[config.mk]
export PLATFORM = sky130hd
export DESIGN_NAME = stage_mem
export DESIGN_NICKNAME = d
export VERILOG_FILES = /design/src/rtl/stage_mem.sv
export SDC_FILE = /design/constraint.sdc
export NUM_CORES = 1
export LEC_CHECK = 0
export CAP_MARGIN = 20
export CORE_MARGIN = 1.5
export CORE_UTILIZATION = 50
export DETAILED_ROUTE_END_ITERATION = 8
export HOLD_SLACK_MARGIN = 0.06
export MAX_ROUTING_LAYER = met4
export PLACE_DENSITY = 0.85
export SLEW_MARGIN = 20
export SYNTH_ARGS = -nofsm -noshare
export SYNTH_HDL_FRONTEND = slang
export SYNTH_SLANG_ARGS = --single-unit
[constraint.sdc]
create_clock -name clk_i -period 4.55 [get_ports clk_i]
set_input_delay 0.6825 -clock clk_i [delete_from_list [all_inputs] [get_ports clk_i]]
set_output_delay 0.6825 -clock clk_i [all_outputs]
set_load 0.005 [all_outputs]
[src/rtl/stage_mem.sv]
// Memory-access stage: issues single-beat loads/stores, checks alignment, formats
// load data and holds the MEM/WB pipeline register consumed by write-back.
module stage_mem #(
  parameter int unsigned BUS_TIMEOUT = 0
) (
  input  logic        clk_i,
  input  logic        rst_i,
  input  logic        ex_valid_i,
  output logic        ex_ready_o,
  input  logic        flush_i,
  input  logic [31:0] pc_i,
  input  logic [31:0] instruction_i,
  input  logic [31:0] alu_d_i,
  input  logic [31:0] rs2_d_i,
  input  logic [2:0]  funct3_i,
  input  logic        is_ld_mem_i,
  input  logic        is_st_mem_i,
  output logic [31:0] dbus_addr_o,
  output logic [31:0] dbus_dat_o,
  output logic [3:0]  dbus_sel_o,
  output logic        dbus_we_o,
  output logic        dbus_cyc_o,
  input  logic [31:0] dbus_dat_i,
  input  logic        dbus_ack_i,
  input  logic        dbus_err_i,
  output logic        wb_valid_o,
  output logic [31:0] pc_o,
  output logic [31:0] instruction_o,
  output logic [31:0] alu_d_o,
  output logic [31:0] mem_d_o,
  output logic [31:0] mem_addr_o,
  output logic        e_ld_addr_mis_o,
  output logic        e_st_addr_mis_o,
  output logic        e_ld_fault_o,
  output logic        e_st_fault_o
);

  typedef enum logic [0:0] { IDLE = 1'b0, BUS = 1'b1 } state_e;

  localparam logic [31:0] TIMEOUT_LAST = 32'(BUS_TIMEOUT) - 32'd1;

  state_e      state_r, state_next_s;
  logic        is_mem_s, legal_s, mis_s, accept_s, issue_s, timeout_s, done_s, live_s;
  logic [31:0] pc_h_r, instr_h_r, alu_h_r, cnt_r;
  logic [2:0]  funct3_h_r;
  logic        ld_h_r, st_h_r, flushed_r;

  function automatic logic [3:0] sel_of(input logic [1:0] size, input logic [1:0] a);
    case (size)
      2'b00:   sel_of = 4'b0001 << a;
      2'b01:   sel_of = 4'b0011 << a;
      default: sel_of = 4'b1111;
    endcase
  endfunction

  function automatic logic [31:0] store_lanes(input logic [1:0] size, input logic [31:0] d);
    case (size)
      2'b00:   store_lanes = {4{d[7:0]}};
      2'b01:   store_lanes = {2{d[15:0]}};
      default: store_lanes = d;
    endcase
  endfunction

  function automatic logic [31:0] load_format(input logic [2:0] f3, input logic [1:0] a,
                                              input logic [31:0] dat);
    logic [31:0] lanes;
    lanes = dat >> {a, 3'b000};
    case (f3)
      3'b000:  load_format = {{24{lanes[7]}}, lanes[7:0]};
      3'b001:  load_format = {{16{lanes[15]}}, lanes[15:0]};
      3'b010:  load_format = lanes;
      3'b100:  load_format = {24'd0, lanes[7:0]};
      3'b101:  load_format = {16'd0, lanes[15:0]};
      default: load_format = 32'd0;
    endcase
  endfunction

  // Decode of the incoming instruction and bus completion conditions
  always_comb begin
    is_mem_s = is_ld_mem_i || is_st_mem_i;
    legal_s  = (funct3_i != 3'b011) && (funct3_i != 3'b110) && (funct3_i != 3'b111);
    case (funct3_i[1:0])
      2'b01:   mis_s = alu_d_i[0];
      2'b10:   mis_s = (alu_d_i[1:0] != 2'b00);
      default: mis_s = 1'b0;
    endcase
    accept_s  = ex_valid_i && (state_r == IDLE) && !flush_i;
    issue_s   = accept_s && is_mem_s && legal_s && !mis_s;
    timeout_s = (BUS_TIMEOUT != 32'd0) && (cnt_r == TIMEOUT_LAST);
    done_s    = (state_r == BUS) && (dbus_ack_i || dbus_err_i || timeout_s);
    live_s    = !(flushed_r || flush_i);
  end

  // Next-state logic
  always_comb begin
    state_next_s = state_r;
    case (state_r)
      IDLE:    state_next_s = issue_s ? BUS : IDLE;
      BUS:     state_next_s = done_s ? IDLE : BUS;
      default: state_next_s = IDLE;
    endcase
  end

  // State register
  always_ff @(posedge clk_i) begin
    if (rst_i) begin
      state_r <= IDLE;
    end else begin
      state_r <= state_next_s;
    end
  end

  // Handshake back to execute
  always_comb begin
    if (state_r == IDLE) begin
      ex_ready_o = 1'b1;
    end else begin
      ex_ready_o = 1'b0;
    end
  end

  // Bus request, held instruction context and MEM/WB register
  always_ff @(posedge clk_i) begin
    if (rst_i) begin
      dbus_addr_o <= 32'd0; dbus_dat_o <= 32'd0; dbus_sel_o <= 4'd0;
      dbus_we_o <= 1'b0; dbus_cyc_o <= 1'b0;
      wb_valid_o <= 1'b0; pc_o <= 32'd0; instruction_o <= 32'd0; alu_d_o <= 32'd0;
      mem_d_o <= 32'd0; mem_addr_o <= 32'd0;
      e_ld_addr_mis_o <= 1'b0; e_st_addr_mis_o <= 1'b0;
      e_ld_fault_o <= 1'b0; e_st_fault_o <= 1'b0;
      pc_h_r <= 32'd0; instr_h_r <= 32'd0; alu_h_r <= 32'd0; cnt_r <= 32'd0;
      funct3_h_r <= 3'd0; ld_h_r <= 1'b0; st_h_r <= 1'b0; flushed_r <= 1'b0;
    end else begin
      // valid and flags are single-cycle pulses per instruction
      wb_valid_o <= 1'b0;
      e_ld_addr_mis_o <= 1'b0; e_st_addr_mis_o <= 1'b0;
      e_ld_fault_o <= 1'b0; e_st_fault_o <= 1'b0;
      if (state_r == IDLE) begin
        if (issue_s) begin
          dbus_addr_o <= {alu_d_i[31:2], 2'b00};
          dbus_dat_o  <= store_lanes(funct3_i[1:0], rs2_d_i);
          dbus_sel_o  <= sel_of(funct3_i[1:0], alu_d_i[1:0]);
          dbus_we_o   <= is_st_mem_i && !is_ld_mem_i;
          dbus_cyc_o  <= 1'b1;
          pc_h_r <= pc_i; instr_h_r <= instruction_i; alu_h_r <= alu_d_i;
          funct3_h_r <= funct3_i; ld_h_r <= is_ld_mem_i; st_h_r <= is_st_mem_i;
          flushed_r <= 1'b0; cnt_r <= 32'd0;
        end else if (ex_valid_i) begin
          wb_valid_o <= !flush_i;
          pc_o <= pc_i; instruction_o <= instruction_i; alu_d_o <= alu_d_i;
          mem_d_o <= 32'd0; mem_addr_o <= alu_d_i;
          e_ld_addr_mis_o <= accept_s && legal_s && mis_s && is_ld_mem_i;
          e_st_addr_mis_o <= accept_s && legal_s && mis_s && is_st_mem_i && !is_ld_mem_i;
        end
      end else begin
        cnt_r <= cnt_r + 32'd1;
        if (flush_i) begin
          flushed_r <= 1'b1;
        end
        // an issued access always completes; a flush only squashes its result
        if (done_s) begin
          dbus_cyc_o <= 1'b0;
          wb_valid_o <= live_s;
          pc_o <= pc_h_r; instruction_o <= instr_h_r; alu_d_o <= alu_h_r;
          mem_addr_o <= alu_h_r;
          mem_d_o <= (dbus_ack_i && ld_h_r) ? load_format(funct3_h_r, alu_h_r[1:0], dbus_dat_i)
                                            : 32'd0;
          e_ld_fault_o <= live_s && !dbus_ack_i && ld_h_r;
          e_st_fault_o <= live_s && !dbus_ack_i && st_h_r && !ld_h_r;
        end
      end
    end
  end

endmodule

-- Yosys cells after proc, flatten, opt, wreduce, memory -nomap -nowiden
Index checks and enable logic that the tools add are counted.
- shift-type cells: 3
- bitwise gates (word level): 3
- muxes and demuxes: 35
- equality and inequality tests: 12
- reduce and logical (&&, ||, !) cells: 39
- operators with widths (kind ; count):
    $mux 32 ; 17
    $pmux 32 s5 ; 1
    $pmux 32 s2 ; 1
    $shr 32x5->32 ; 1
    $logic_and 1x1->1 ; 19
    $mux 1 ; 13
    $pmux 4 s2 ; 1
    $eq 3x3->1 const B ; 2
    $logic_not 1->1 ; 6
    $ne 3x3->1 const B ; 2
    $reduce_and 2->1 ; 3
    $reduce_bool 2->1 ; 3
    $ne 2x2->1 const B ; 2
    $pmux 1 s2 ; 2
    $reduce_or 4->1 ; 1
    $shl 1x2->4 const A ; 1
    $shl 2x2->4 const A ; 1
    $eq 3x1->1 const B ; 1
    $eq 3x2->1 const B ; 1
    $logic_not 3->1 ; 1
    $logic_or 1x1->1 ; 3
    $ne 3x2->1 const B ; 1
    $not 1->1 ; 3
    $reduce_and 3->1 ; 1
    5 further kinds ; 5
- output and inout port bits: 236
- word-level logic and storage cells: 114
- input port bits: 171
- register bits: 304

-- Logic depth before layout (Yosys ltp)
- depth after elaboration: 8
- depth in mapped cells: 9

-- Worst setup path before layout
No wires, ideal clock.
- path type: input to register
- start point: in funct3_i[0]
- end point: reg mem_addr_o[0]
- arrival time: 2.225 ns
- library setup time: 0.087 ns
- data required time: 4.463 ns
- setup slack: 2.239 ns
- stages: 9
- cells stage by stage: inv_1 ha_1 a211oi_2 a41o_1 buf_4 nand2_2 buf_4 buf_6 a221oi_2
- word-level cells in the longest chain between the ends: 7
- elaborated cells between the ends (all ways): 13
- those cells by class: 6 x eq/ne; 1 x mux; 6 x reduce/logical
- ends and longest elaborated chain (what ; RTL line ; RTL):
    start, declared ; 15 ; input logic [2:0] funct3_i,
    $ne 3x2->1 / $ne 3x3->1 (equally long branches) ; 81 ; legal_s = (funct3_i != 3'b011) && (funct3_i != 3'b110) && (funct3_i != 3'b111);
    $logic_and 1x1->1 (2 in a row) ; 81 ;
    $logic_and 1x1->1 ; 88 ; issue_s = accept_s && is_mem_s && legal_s && !mis_s;
    $logic_and 1x1->1 (*) ; 88 ;
    $ne 2x2->1 (no source line) (*) ; - ;
    $reduce_and 3->1 (no source line) (*) ; - ;
    end signal, assigned ; 165 ; mem_addr_o <= alu_h_r;
    end, declared ; 31 ; output logic [31:0] mem_addr_o,
Every way passes the cells marked *; elsewhere a longest branch is shown, timed or not.
A chain may end at the register's enable or synchronous reset.

-- Worst setup path after layout
- start point: reg state_r
- end point: out ex_ready_o
- word-level cells in the longest chain between the ends: 1
- ends and longest elaborated chain (what ; RTL line ; RTL):
    start, declared ; 42 ; state_e state_r, state_next_s;
    start signal, assigned ; 109 ; state_r <= state_next_s;
    $mux 1 ; 115 ; if (state_r == IDLE) begin
    end, declared ; 9 ; output logic ex_ready_o,
No other way between the ends.

==> impl_metrics.sql <==
INSERT INTO impl_metrics (metric_group, metric, value, unit) VALUES
('setup_path', 'critPathTopFamily', 'buffers and inverters', ''),
('pwr', 'netSwitchingFraction', '25.9', '%'),
('detailed_routing', 'routed.top_layer', 'met4', ''),
('finish', 'final_layout_size_suffix_gt1_share', '7.81', '%'),
('flow_run', 'maxCapViolations', '0', ''),
('clock_network', 'clk_transition_reported_paths', '0.06', 'ns'),
('logic_synthesis', 'async_reset_ff_share', '0', '%'),
('logic_synthesis', 'yosysMostFrequentCell', 'sky130_fd_sc_hd__dfxtp_1', ''),
('logic_synthesis', 'yosys_warnings', '0', ''),
('logic_synthesis', 'yosys-top-cells-count', 'sky130_fd_sc_hd__dfxtp_1 (274), sky130_fd_sc_hd__a21oi_1 (156), sky130_fd_sc_hd__mux2i_1 (120), sky130_fd_sc_hd__o21ai_0 (114)', ''),
('logic_synthesis', 'postSynth.topFlopCell', 'sky130_fd_sc_hd__dfxtp_1', ''),
('detailed_routing', 'routedLengthMet1', '16.3', 'mm'),
('logic_synthesis', 'synthCells', '1399', ''),
('setup_path', 'critPathBufInv', '3', ''),
('pwr', 'power_report.internal_total', '4.68', 'mW'),
('setup_path', 'cpPeakStageDelay', '0.68', 'ns'),
('pwr', 'power.switching', '1.64', 'mW'),
('clock_network', 'cts_buffer_depth', '3', ''),
('pwr', 'p_clk_share', '40.0', '%'),
('worst_hold_path', 'worst_hold_path_type', 'input port to flip-flop', ''),
('setup_path', 'regToRegEndpoint', 'pc_o[3]', ''),
('global_routing', 'wire_length_of_the_first_global_routing_pass', '64.0', 'mm'),
('detailed_routing', 'drt_iter0_markers', '1348', ''),
('floorplan', 'die_w', '163', 'um'),
('place', 'portBuffers', '404', ''),
('floorplan', 'core_area', '25100', 'sq um'),
('timing', 'finalCriticalPeriod', '3.34', 'ns'),
('clock_network', 'cts_buffers', '29', ''),
('global_routing', 'groute.usage.overall', '31.0', '%'),
('detailed_routing', 'wl_met2', '19.8', 'mm'),
('setup_path', 'worst_ep_required_time', '3.87', 'ns'),
('logic_synthesis', 'post_synth_main_area_contributors', 'sky130_fd_sc_hd__dfxtp_1 (43%), sky130_fd_sc_hd__mux2i_1 (9.4%), sky130_fd_sc_hd__a21oi_1 (6.1%)', ''),
('detailed_routing', 'ant_nets', '0', ''),
('pwr', 'power.combinational.fraction', '18.2', '%'),
('finish', 'multi_input_gate_area_in_the_final_layout', '6110', 'sq um'),
('logic_synthesis', 'post-synth-top-area-cell', 'sky130_fd_sc_hd__dfxtp_1', ''),
('setup_path', 'timing.critical_path.slowest_stage_cell', 'sky130_fd_sc_hd__dfxtp_4', ''),
('detailed_routing', 'finalWirelength', '41.8', 'mm'),
('setup_path', 'worstSetupPathType', 'flip-flop to primary output', ''),
('logic_synthesis', 'ys_seq_elements', '274', ''),
('timing', 'number_of_hold_violations_in_the_final_report', '0', ''),
('detailed_routing', 'first_pass_iters', '5', ''),
('outcome', 'status', 'finished clean', ''),
('worst_hold_path', 'hold_path_stages', '2', ''),
('timing', 'timing_max_transition_violations_final', '0', ''),
('setup_path', 'crit_fanout', '34', ''),
('floorplan', 'chipHeight', '163', 'um'),
('detailed_routing', 'routedWlPerCell', '20.9', 'um'),
('clock_network', 'cts.sinks', '274', ''),
('logic_synthesis', 'ys_types', '58', ''),
('clock_network', 'ctsResizeCount', '0', ''),
('pwr', 'seq_power_share', '41.9', '%'),
('timing', 'grt_setup_unrepaired', 'no', ''),
('setup_path', 'timing.critical_path.to', 'ex_ready_o', ''),
('timing', 'finalCritPeriodShare', '73.4', '%'),
('logic_synthesis', 'synth-edff-count', '0', ''),
('finish', 'area_growth', '36.2', '%'),
('finish', 'fin_nets', '1818', ''),
('floorplan', 'pin_count', '407', ''),
('detailed_routing', 'number_of_vias_per_cell_after_detailed_routing', '6.13', ''),
('setup_path', 'worstSetupStartpointType', 'flip-flop', ''),
('setup_path', 'r2r_cells', '6', ''),
('detailed_routing', 'wl_met3', '3.41', 'mm'),
('timing', 'timing.fmax', '0.299', 'GHz'),
('global_routing', 'grt_max_degree', '227', ''),
('timing', 'slew_headroom', '21.1', '%'),
('finish', 'register_area', '5490', 'sq um'),
('logic_synthesis', 'syn-mean-instance-area', '9.10', 'sq um'),
('global_routing', 'grt.overflow.total', '0', ''),
('clock_network', 'htree_depth', '1', ''),
('pwr', 'static-leakage-power', '5.75', 'nW');
==> worst reg2reg max path, cell delays in order (launching register included) <==
cell and delay [ns]:
sky130_fd_sc_hd__dfxtp_4 0.68, sky130_fd_sc_hd__buf_4 0.65, sky130_fd_sc_hd__inv_1 0.24, sky130_fd_sc_hd__nor2_4 0.16
sky130_fd_sc_hd__buf_4 0.54, sky130_fd_sc_hd__nor2_1 0.14, sky130_fd_sc_hd__a221oi_1 0.30
==> routing by layer <==
layer / track usage (%) / up-vias
met3: 5.40 / 138
met1: 37.7 / 5886
met5: - / -
met2: 49.4 / 646
met4: 16.3 / 0
li1: - / 5581
==> per-stage QoR <==
stage | instances | setup slack (ns) | util [%] | cell area [sq um]
after floorplan | 1400 | 2.24 | - | 12700
after global placement | 1942 | 1.05 | 64.9 | 16300
after detailed placement | 1942 | 0.823 | 64.9 | 16300
after CTS | 1995 | 1.19 | 69.0 | 17300
after global routing | 1997 | 1.10 | 69.0 | 17300
final | 1997 | 1.21 | 69.0 | 17300
==> worst min path at each step <==
stage	start	endpoint	slack [ns]
after floorplan	st_h_r	st_h_r	0.45
after global placement	mem_d_o[24]	mem_d_o[24]	0.44
after detailed placement	mem_d_o[25]	mem_d_o[25]	0.45
after CTS	rst_i	pc_o[30]	0.41
after global routing	rst_i	pc_o[30]	0.42
final	rst_i	pc_o[30]	0.43
==> kinds of logic after synthesis <==
| family | Yosys count | synth area share, % |
|---|---|---|
| buffers and inverters | 219 | 9.20 |
| adders and majority gates | 4 | 0.393 |
| other | 1 | 0.0295 |
| muxes | 128 | 10.2 |
| AOI/OAI and AO/OA | 458 | 25.4 |
| and+or+nand+nor | 315 | 11.6 |
| DFF | 274 | 43.1 |
==> area by class of cell <==
| type | instances | share of cell area (%) |
|---|---|---|
| multi-input combinational | 907 | 35.3 |
| inverter | 7 | 0.152 |
| tap | 330 | 2.38 |
| sequential | 274 | 31.7 |
| timing repair buffer | 424 | 24.6 |
| antenna | 2 | 0.0289 |
| clock buffer | 41 | 4.79 |
| clock inverter | 12 | 1.09 |
==> power groups by stage <==
stage | Combinational, mW | Sequential (mW) | Clock [mW]
after floorplan | 0.591 | 2.67 | 0
after global placement | 1.11 | 2.69 | 0
after detailed placement | 1.14 | 2.69 | 0
after CTS | 1.14 | 2.64 | 2.55
after global routing | 1.23 | 2.65 | 2.67
final | 1.15 | 2.64 | 2.52
==> cells in the final DEF (no fill, tap or decap), types with 29 or more instances in the layout <==
| master | n |
|---|---|
| sky130_fd_sc_hd__nand2_1 | 34 |
| sky130_fd_sc_hd__nor2_1 | 111 |
| sky130_fd_sc_hd__dfxtp_1 | 273 |
| sky130_fd_sc_hd__o21ai_0 | 114 |
| sky130_fd_sc_hd__mux2i_1 | 120 |
| sky130_fd_sc_hd__nand3_1 | 112 |
| sky130_fd_sc_hd__a21oi_1 | 156 |
| sky130_fd_sc_hd__clkbuf_16 | 29 |
| sky130_fd_sc_hd__clkdlybuf4s50_1 | 403 |
| sky130_fd_sc_hd__a221oi_1 | 56 |
| sky130_fd_sc_hd__a221oi_2 | 40 |
==> flip-flops by register name (all words and copies together), names as in the netlist <==
name             flops
wb_valid_o           1
funct3_h_r           3
e_ld_addr_mis_o      1
ld_h_r               1
dbus_sel_o           4
pc_h_r              32
instr_h_r           32
mem_addr_o          32
e_st_fault_o         1
dbus_we_o            1
dbus_cyc_o           1
e_st_addr_mis_o      1
mem_d_o             32
dbus_dat_o          32
flushed_r            1
e_ld_fault_o         1
state_r              1
st_h_r               1
instruction_o       32
pc_o                32
alu_h_r             32
(Power assumes the default switching activity.)
